$ cat src/rtl/mcac_cfg_arb_if.sv
// Wishbone slave bundle for the MCAC configuration bank: NUM_PORTS ports
// flattened into vectors, 32 address/data bits and 4 byte enables per port.
interface mcac_cfg_arb_if #(
   parameter int NUM_PORTS = 2
) ();
   logic [NUM_PORTS*32-1:0] i_wb_adr;
   logic [NUM_PORTS*4-1:0]  i_wb_sel;
   logic [NUM_PORTS-1:0]    i_wb_we;
   logic [NUM_PORTS*32-1:0] i_wb_dat;
   logic [NUM_PORTS*32-1:0] o_wb_dat;
   logic [NUM_PORTS-1:0]    i_wb_cyc;
   logic [NUM_PORTS-1:0]    i_wb_stb;
   logic [NUM_PORTS-1:0]    o_wb_ack;
   logic [NUM_PORTS-1:0]    o_wb_err;

   modport master (
      output i_wb_adr, i_wb_sel, i_wb_we, i_wb_dat, i_wb_cyc, i_wb_stb,
      input  o_wb_dat, o_wb_ack, o_wb_err
   );

   modport slave (
      input  i_wb_adr, i_wb_sel, i_wb_we, i_wb_dat, i_wb_cyc, i_wb_stb,
      output o_wb_dat, o_wb_ack, o_wb_err
   );
endinterface

$ cat src/rtl/mcac_cfg_arb.sv
// Byte-wide configuration register bank shared by a host strobe bus (always
// wins) and NUM_PORTS round-robin arbitrated Wishbone slave ports.
module mcac_cfg_arb #(
   parameter int NUM_PORTS = 2,
   parameter int DEPTH     = 128,
   parameter int ADDR_W    = 7
) (
   input  logic              clk,
   input  logic              reset,
   input  logic              cs,
   input  logic              rs,
   input  logic              ws,
   input  logic [ADDR_W-1:0] addrs,
   input  logic [7:0]        w_data,
   output logic [7:0]        r_data,
   mcac_cfg_arb_if.slave     wb
);
   localparam int PTR_W  = (NUM_PORTS > 1) ? $clog2(NUM_PORTS) : 1;
   localparam int WORD_W = ADDR_W - 2;

   logic [7:0]              mem [DEPTH];
   logic                    rs_q, ws_q;
   logic                    host_wr, host_rd, host_in_range;
   logic [NUM_PORTS-1:0]    elig, ack_q, err_q;
   logic [NUM_PORTS*32-1:0] dat_q;
   logic [PTR_W-1:0]        ptr, ptr_nxt, gnt, idx;
   logic                    gnt_vld;
   logic [31:0]             g_adr, g_dat, g_rd_word;
   logic [3:0]              g_sel;
   logic                    g_we, g_err;
   logic [WORD_W-1:0]       g_word;

   assign host_wr       = cs & ws & ~ws_q;
   assign host_rd       = cs & rs & ~rs_q;
   assign host_in_range = int'(addrs) < DEPTH;

   assign elig = wb.i_wb_cyc & wb.i_wb_stb & ~ack_q & ~err_q;

   // Round-robin search: scanning from the far end lets the port nearest ptr win last.
   always_comb begin
      // NOTE: every variable gets a default before any conditional assignment, so no latch is inferred.
      gnt_vld = 1'b0;
      gnt     = '0;
      idx     = '0;
      for (int i = NUM_PORTS - 1; i >= 0; i--) begin
         idx = PTR_W'((int'(ptr) + i) % NUM_PORTS);
         if (elig[idx]) begin
            gnt_vld = 1'b1;
            gnt     = idx;
         end
      end
      if (host_wr || host_rd) gnt_vld = 1'b0;
      ptr_nxt = PTR_W'((int'(gnt) + 1) % NUM_PORTS);
   end

   always_comb begin
      g_adr  = wb.i_wb_adr[32*int'(gnt) +: 32];
      g_dat  = wb.i_wb_dat[32*int'(gnt) +: 32];
      g_sel  = wb.i_wb_sel[4*int'(gnt) +: 4];
      g_we   = wb.i_wb_we[gnt];
      g_word = g_adr[ADDR_W-1:2];
      // Comparing the whole byte address also rejects bits above ADDR_W.
      g_err  = (g_adr >= 32'(DEPTH)) || (g_we && !mem[0][0]);
      g_rd_word = {mem[{g_word, 2'd3}], mem[{g_word, 2'd2}],
                   mem[{g_word, 2'd1}], mem[{g_word, 2'd0}]};
   end

   always_ff @(posedge clk) begin
      if (!reset) begin
         // NOTE: the bank is built from flops rather than RAM because every byte must clear on reset.
         for (int i = 0; i < DEPTH; i++) mem[i] <= 8'h00;
         r_data <= 8'h00;
         dat_q  <= '0;
         ack_q  <= '0;
         err_q  <= '0;
         ptr    <= '0;
         rs_q   <= 1'b0;
         ws_q   <= 1'b0;
      end else begin
         // NOTE: non-blocking assignments keep every read above seeing pre-edge state.
         rs_q  <= rs;
         ws_q  <= ws;
         ack_q <= '0;
         err_q <= '0;
         if (host_wr && host_in_range) mem[addrs] <= w_data;
         if (host_rd) r_data <= !host_in_range ? 8'h00 : (host_wr ? w_data : mem[addrs]);
         if (gnt_vld) begin
            ptr <= ptr_nxt;
            if (g_err) begin
               err_q[gnt]                  <= 1'b1;
               dat_q[32*int'(gnt) +: 32]   <= '0;
            end else begin
               ack_q[gnt] <= 1'b1;
               if (g_we) begin
                  for (int k = 0; k < 4; k++)
                     if (g_sel[k]) mem[{g_word, 2'(k)}] <= g_dat[8*k +: 8];
               end else begin
                  dat_q[32*int'(gnt) +: 32] <= g_rd_word;
               end
            end
         end
      end
   end

   assign wb.o_wb_dat = dat_q;
   assign wb.o_wb_ack = ack_q;
   assign wb.o_wb_err = err_q;
endmodule
$ cat src/flat_wrapper.sv
// flat-port wrapper written by rule: the top's interface ports become plain ports
module mcac_cfg_arb_flat 
#(
   parameter int NUM_PORTS = 2,
   parameter int DEPTH     = 128,
   parameter int ADDR_W    = 7
)
  (clk, reset, cs, rs, ws, addrs, w_data, r_data, wb_i_wb_adr, wb_i_wb_sel, wb_i_wb_we, wb_i_wb_dat, wb_i_wb_cyc, wb_i_wb_stb, wb_o_wb_dat, wb_o_wb_ack, wb_o_wb_err);
  mcac_cfg_arb_if #(.NUM_PORTS(NUM_PORTS)) wb_i ();
  input  logic clk;
  input  logic reset;
  input  logic cs;
  input  logic rs;
  input  logic ws;
  input  logic [ADDR_W-1:0] addrs;
  input  logic [7:0] w_data;
  output logic [7:0] r_data;
  input wire logic [$bits(wb_i.i_wb_adr)-1:0] wb_i_wb_adr;
  input wire logic [$bits(wb_i.i_wb_sel)-1:0] wb_i_wb_sel;
  input wire logic [$bits(wb_i.i_wb_we)-1:0] wb_i_wb_we;
  input wire logic [$bits(wb_i.i_wb_dat)-1:0] wb_i_wb_dat;
  input wire logic [$bits(wb_i.i_wb_cyc)-1:0] wb_i_wb_cyc;
  input wire logic [$bits(wb_i.i_wb_stb)-1:0] wb_i_wb_stb;
  output wire logic [$bits(wb_i.o_wb_dat)-1:0] wb_o_wb_dat;
  output wire logic [$bits(wb_i.o_wb_ack)-1:0] wb_o_wb_ack;
  output wire logic [$bits(wb_i.o_wb_err)-1:0] wb_o_wb_err;
  assign wb_i.i_wb_adr = wb_i_wb_adr;
  assign wb_i.i_wb_sel = wb_i_wb_sel;
  assign wb_i.i_wb_we = wb_i_wb_we;
  assign wb_i.i_wb_dat = wb_i_wb_dat;
  assign wb_i.i_wb_cyc = wb_i_wb_cyc;
  assign wb_i.i_wb_stb = wb_i_wb_stb;
  assign wb_o_wb_dat = wb_i.o_wb_dat;
  assign wb_o_wb_ack = wb_i.o_wb_ack;
  assign wb_o_wb_err = wb_i.o_wb_err;
  mcac_cfg_arb #(.NUM_PORTS(NUM_PORTS), .DEPTH(DEPTH), .ADDR_W(ADDR_W)) u_core (.clk(clk), .reset(reset), .cs(cs), .rs(rs), .ws(ws), .addrs(addrs), .w_data(w_data), .r_data(r_data), .wb(wb_i));
endmodule
$ cat config.mk
export PLATFORM = sky130hd
export DESIGN_NAME = mcac_cfg_arb_flat
export DESIGN_NICKNAME = d
export VERILOG_FILES = /design/src/rtl/mcac_cfg_arb_if.sv /design/src/rtl/mcac_cfg_arb.sv /design/src/flat_wrapper.sv
export SDC_FILE = /design/constraint.sdc
export NUM_CORES = 2
export LEC_CHECK = 0
export BUFFER_PORTS_ARGS = -buffer_cell sky130_fd_sc_hd__buf_4
export CORE_MARGIN = 3
export CORE_UTILIZATION = 35
export CTS_BUF_LIST = sky130_fd_sc_hd__clkbuf_16
export CTS_CLUSTER_DIAMETER = 100
export DETAILED_ROUTE_END_ITERATION = 10
export HOLD_SLACK_MARGIN = 0.02
export PLACE_DENSITY = 0.55
export SYNTH_ARGS = -nofsm -noshare
export SYNTH_HDL_FRONTEND = slang
export SYNTH_SLANG_ARGS = --single-unit
$ cat constraint.sdc
create_clock -name clk -period 3.1 [get_ports clk]
set_input_delay 0.62 -clock clk [delete_from_list [all_inputs] [get_ports clk]]
set_output_delay 0.62 -clock clk [all_outputs]
set_load 0.1 [all_outputs]
==> metrics.log <==
[metrics] critical path required time: 3.81 ns
[metrics] Via density: 7.49
[metrics] proportion of register bits with asynchronous set or reset after synthesis: 0%
[metrics] H-tree levels: 4
[metrics] post-synthesis cell area: 67400 µm²
[metrics] share of the synthesized area in the top cell type: 45.6%
[metrics] total of flip-flops plus latches after synthesis: 1103
[metrics] net count of the finished layout: 7666
[metrics] unrepaired setup endpoints after global routing: yes
[metrics] Setup CP Type: flip-flop to flip-flop
[metrics] ratio of cells with drive above 1 in the final layout: 32.2%
[metrics] overall die width: 445 µm
[metrics] overall power after layout: 42500 µW
[metrics] largest area contributor in the netlist: sky130_fd_sc_hd__edfxtp_1
[metrics] number of library cell types mapped by synthesis: 93
[metrics] count of maximum capacitance violations: 0
[metrics] status: finished with violations
[metrics] fraction of met3 tracks used by global routing: 22.0%
[metrics] path class of the lowest-slack min-delay path: primary input to flip-flop
[metrics] number of search-and-repair iterations in the first detailed-routing pass: 7
[metrics] leading cell types by total area after synthesis: sky130_fd_sc_hd__edfxtp_1 46%, sky130_fd_sc_hd__a22o_1 14%, sky130_fd_sc_hd__nand3_1 4.0%
[metrics] CP Capture Type: flip-flop
[metrics] number of nets in the synthesized netlist: 6523
[metrics] final cell count without fillers: 10200
[metrics] Setup violations, final: 63
[metrics] routed wire length per instance: 53.4 µm
[metrics] total number of clock tree sinks: 1103
[metrics] count of fill cells added during filler insertion: 17300
[metrics] initial antenna violation count: 83
[metrics] violations in the final reports: setup timing
[metrics] cell count after placement: 9787
[metrics] EDFF count, synth: 1024
[metrics] Worst Setup Slack, final: -0.125 ns
[metrics] maximum clock frequency: 0.310 GHz
[metrics] Clock Path Buffers: 3
[metrics] Antenna Violating Nets Remaining: 0
[metrics] PD cells: 452 nW/µm²
[metrics] number of warnings reported in the yosys synthesis log: 0
[metrics] most frequently used flop master after synthesis: sky130_fd_sc_hd__edfxtp_1
[metrics] most frequent standard cell in the layout excluding fill and tap cells: sky130_fd_sc_hd__buf_4
[metrics] placeable core region: 191000 µm²
[metrics] vias in the first global route: 68000
[metrics] Critical Path Start Type: flip-flop
[metrics] placer's final routability congestion estimate: 1.13
[metrics] crit path from: u_core.wb.o_wb_ack[0]$_SDFF_PP0_
[metrics] GR met2 Demand/Resource: 73.1%
[metrics] area used by sequential logic in the layout: 32300 µm²
[metrics] Worst-Skew Late Latency: 0.82 ns
[metrics] total number of placement rows: 160
[metrics] final slew viol count: 0
[metrics] count of boundary I/O pins: 238
[metrics] I/O Buffers: 233
[metrics] detailed router's first-iteration violation count: 13400
[metrics] Total Die Area: 198000 µm²
[metrics] Max-Slew Margin vs Limit: 32.0%
[metrics] worst-case vdd ir drop: 0.000520 V
[metrics] beginning of the worst register-to-register path: u_core.wb.o_wb_ack[0]$_SDFF_PP0_
[metrics] total area of multi-input combinational cells: 34900 µm²
[metrics] global routing met1 resource utilization: 62.3%
[metrics] CTS buffer count: 138
[metrics] post-layout min period: 3.22 ns
[metrics] root buf cell: sky130_fd_sc_hd__clkbuf_16
[metrics] CP Data Arrival Time: 3.93 ns
[metrics] die boundary height: 445 µm
[metrics] Overall Global Routing Usage: 52.8%
[metrics] final worst path period share: 104%
[metrics] Post-Route WL: 546 mm
[metrics] top library cells by usage in the layout, fill and taps aside: 1218 x sky130_fd_sc_hd__buf_4, 1047 x sky130_fd_sc_hd__a22o_1, 1024 x sky130_fd_sc_hd__edfxtp_1
[metrics] register area share after synthesis: 48.0%
[metrics] largest net degree at the start of global routing: 64
[metrics] clock tree from TritonCTS: built
[metrics] first-pass GRT wire length: 688 mm
[metrics] Critical Path Fanout Max: 15
[metrics] initial core utilization: 35.3%
[metrics] Worst Tran Pin Value: 1.02 ns
[metrics] total global routing overflow: 0
[metrics] total leakage power: 0.0355 µW
[metrics] hold_sp: reset
[metrics] DP HPWL: 424 mm
[metrics] area delta synth->final: 39.9%
[metrics] clk slew on worst S/H paths: 0.06 ns
[metrics] final number of hold-violating endpoints: 0
[metrics] vias after detailed routing: 76500
[metrics] peak-usage layer in the global routing report: met2
[metrics] gate count after technology mapping: 6361
[metrics] # DRC: 0
[metrics] Mean Syn Cell Area: 10.6 µm²
[metrics] final clock skew: 0.0313 ns
-- cell type report --
class / count / area share (%)
clock inverter: 105 / 0.939
clock buffer: 139 / 3.69
tap: 2511 / 3.33
inverter: 10 / 0.0398
antenna: 101 / 0.268
timing repair buffer: 1732 / 20.3
multi-input combinational: 4519 / 37.1
sequential: 1103 / 34.3
-- cells in the mapped netlist (23+ instances only) --
cell                        number
sky130_fd_sc_hd__nand3_1       539
sky130_fd_sc_hd__a31oi_1        32
sky130_fd_sc_hd__o2bb2ai_1      24
sky130_fd_sc_hd__a22o_1       1048
sky130_fd_sc_hd__a221oi_1      117
sky130_fd_sc_hd__mux4_2         30
sky130_fd_sc_hd__nor3_1         39
sky130_fd_sc_hd__buf_4          26
sky130_fd_sc_hd__nand4_1        55
sky130_fd_sc_hd__clkbuf_1      442
sky130_fd_sc_hd__o221ai_1      137
sky130_fd_sc_hd__nand2_1       307
sky130_fd_sc_hd__edfxtp_1     1024
sky130_fd_sc_hd__and3_1        152
sky130_fd_sc_hd__o2111ai_1      35
sky130_fd_sc_hd__a21oi_1       180
sky130_fd_sc_hd__buf_1          42
sky130_fd_sc_hd__dfxtp_1        79
sky130_fd_sc_hd__buf_2         143
sky130_fd_sc_hd__a221o_1        23
sky130_fd_sc_hd__o21ai_0       385
sky130_fd_sc_hd__a22oi_1       166
sky130_fd_sc_hd__mux2i_1       160
sky130_fd_sc_hd__nor2_1        462
sky130_fd_sc_hd__a211oi_1      128
sky130_fd_sc_hd__mux2_2        113
sky130_fd_sc_hd__and4_1         40
sky130_fd_sc_hd__o211ai_1       26
sky130_fd_sc_hd__buf_6          76
-- flip-flops by register name, summed over array words and instances, names as in the netlist --
| register | flops |
|---|---|
| u_core.mem | 1024 |
| u_core.wb.o_wb_dat | 64 |
| u_core.r_data | 8 |
| u_core.wb.o_wb_ack | 2 |
| u_core.wb.o_wb_err | 2 |
| u_core.ptr | 1 |
| u_core.rs_q | 1 |
| u_core.ws_q | 1 |
-- cell families (layout without fill, tap and decap cells) --
family | after synthesis | count (layout) | share of synthesized area [%]
AOI/OAI and AO/OA | 2459 | 2459 | 28.2
and+or+nand+nor | 1754 | 1754 | 13.1
DFF | 1103 | 1103 | 48.0
buffers and inverters | 739 | 1986 | 5.38
muxes | 306 | 306 | 5.36
other | 0 | 101 | 0
-- power breakdown --
group	total (µW)	switching, µW	internal [µW]
Clock	16300	7090	9180
Sequential	17100	508	16600
Combinational	9180	6100	3080
-- what timing repair did --
| item | CTS | global route |
|---|---|---|
| setup endpoints to repair | 1351 | 566 |
| hold buffers | 2 | 0 |
| pin swaps | 33 | 51 |
| buffers inserted | 25 | 45 |
| gates cloned | 8 | 11 |
| hold endpoints to repair | 2 | 0 |
| gates resized for setup | 144 | 119 |
-- through the flow --
stage / area [µm²] / hold slack (ns) / setup TNS (ns) / utilization (%) / setup slack [ns]
finish: 94200 / 0.157 / -2.07 / 49.4 / -0.125
global route: 94000 / 0.141 / -2.36 / 49.3 / -0.176
CTS: 92700 / 0.119 / -0.379 / 48.6 / -0.103
detailed placement: 87000 / 0.453 / -826.14 / 45.6 / -0.986
global placement: 87000 / 0.453 / -668.06 / 45.6 / -0.949
floorplan: 69600 / 0.598 / -29.43 / - / -0.0413
-- final timing paths --
check / cells past startpoint / slack (ns) / to
setup / recovery: 12 / -0.12 / u_core.wb.o_wb_dat[6]$_SDFFE_PN0P_
hold / removal: 2 / 0.16 / u_core.rs_q$_SDFF_PN0_
setup reg to reg: 12 / -0.12 / u_core.wb.o_wb_dat[6]$_SDFFE_PN0P_
hold reg to reg: 2 / 0.47 / u_core.wb.o_wb_dat[45]$_SDFFE_PN0P_
-- routing by layer --
metal | routed length (µm) | up-vias
met2 | 217000 | 7963
met1 | 187000 | 38000
met4 | 60800 | 65
li1 | - | 28300
met3 | 80300 | 2144
met5 | 700 | -
-- worst max-delay path: stages, from the launching register on --
cell and delay (ns):
sky130_fd_sc_hd__dfxtp_4 0.35, sky130_fd_sc_hd__nand4bb_4 0.27, sky130_fd_sc_hd__o211ai_1 0.36, sky130_fd_sc_hd__clkbuf_16 0.31, sky130_fd_sc_hd__nand2_8 0.14, sky130_fd_sc_hd__buf_4 0.18
sky130_fd_sc_hd__buf_12 0.15, sky130_fd_sc_hd__buf_8 0.16, sky130_fd_sc_hd__a211oi_1 0.34, sky130_fd_sc_hd__o21ai_2 0.18, sky130_fd_sc_hd__buf_4 0.20, sky130_fd_sc_hd__o2111a_2 0.19
sky130_fd_sc_hd__a32o_1 0.20
(Power assumes the default switching activity.)
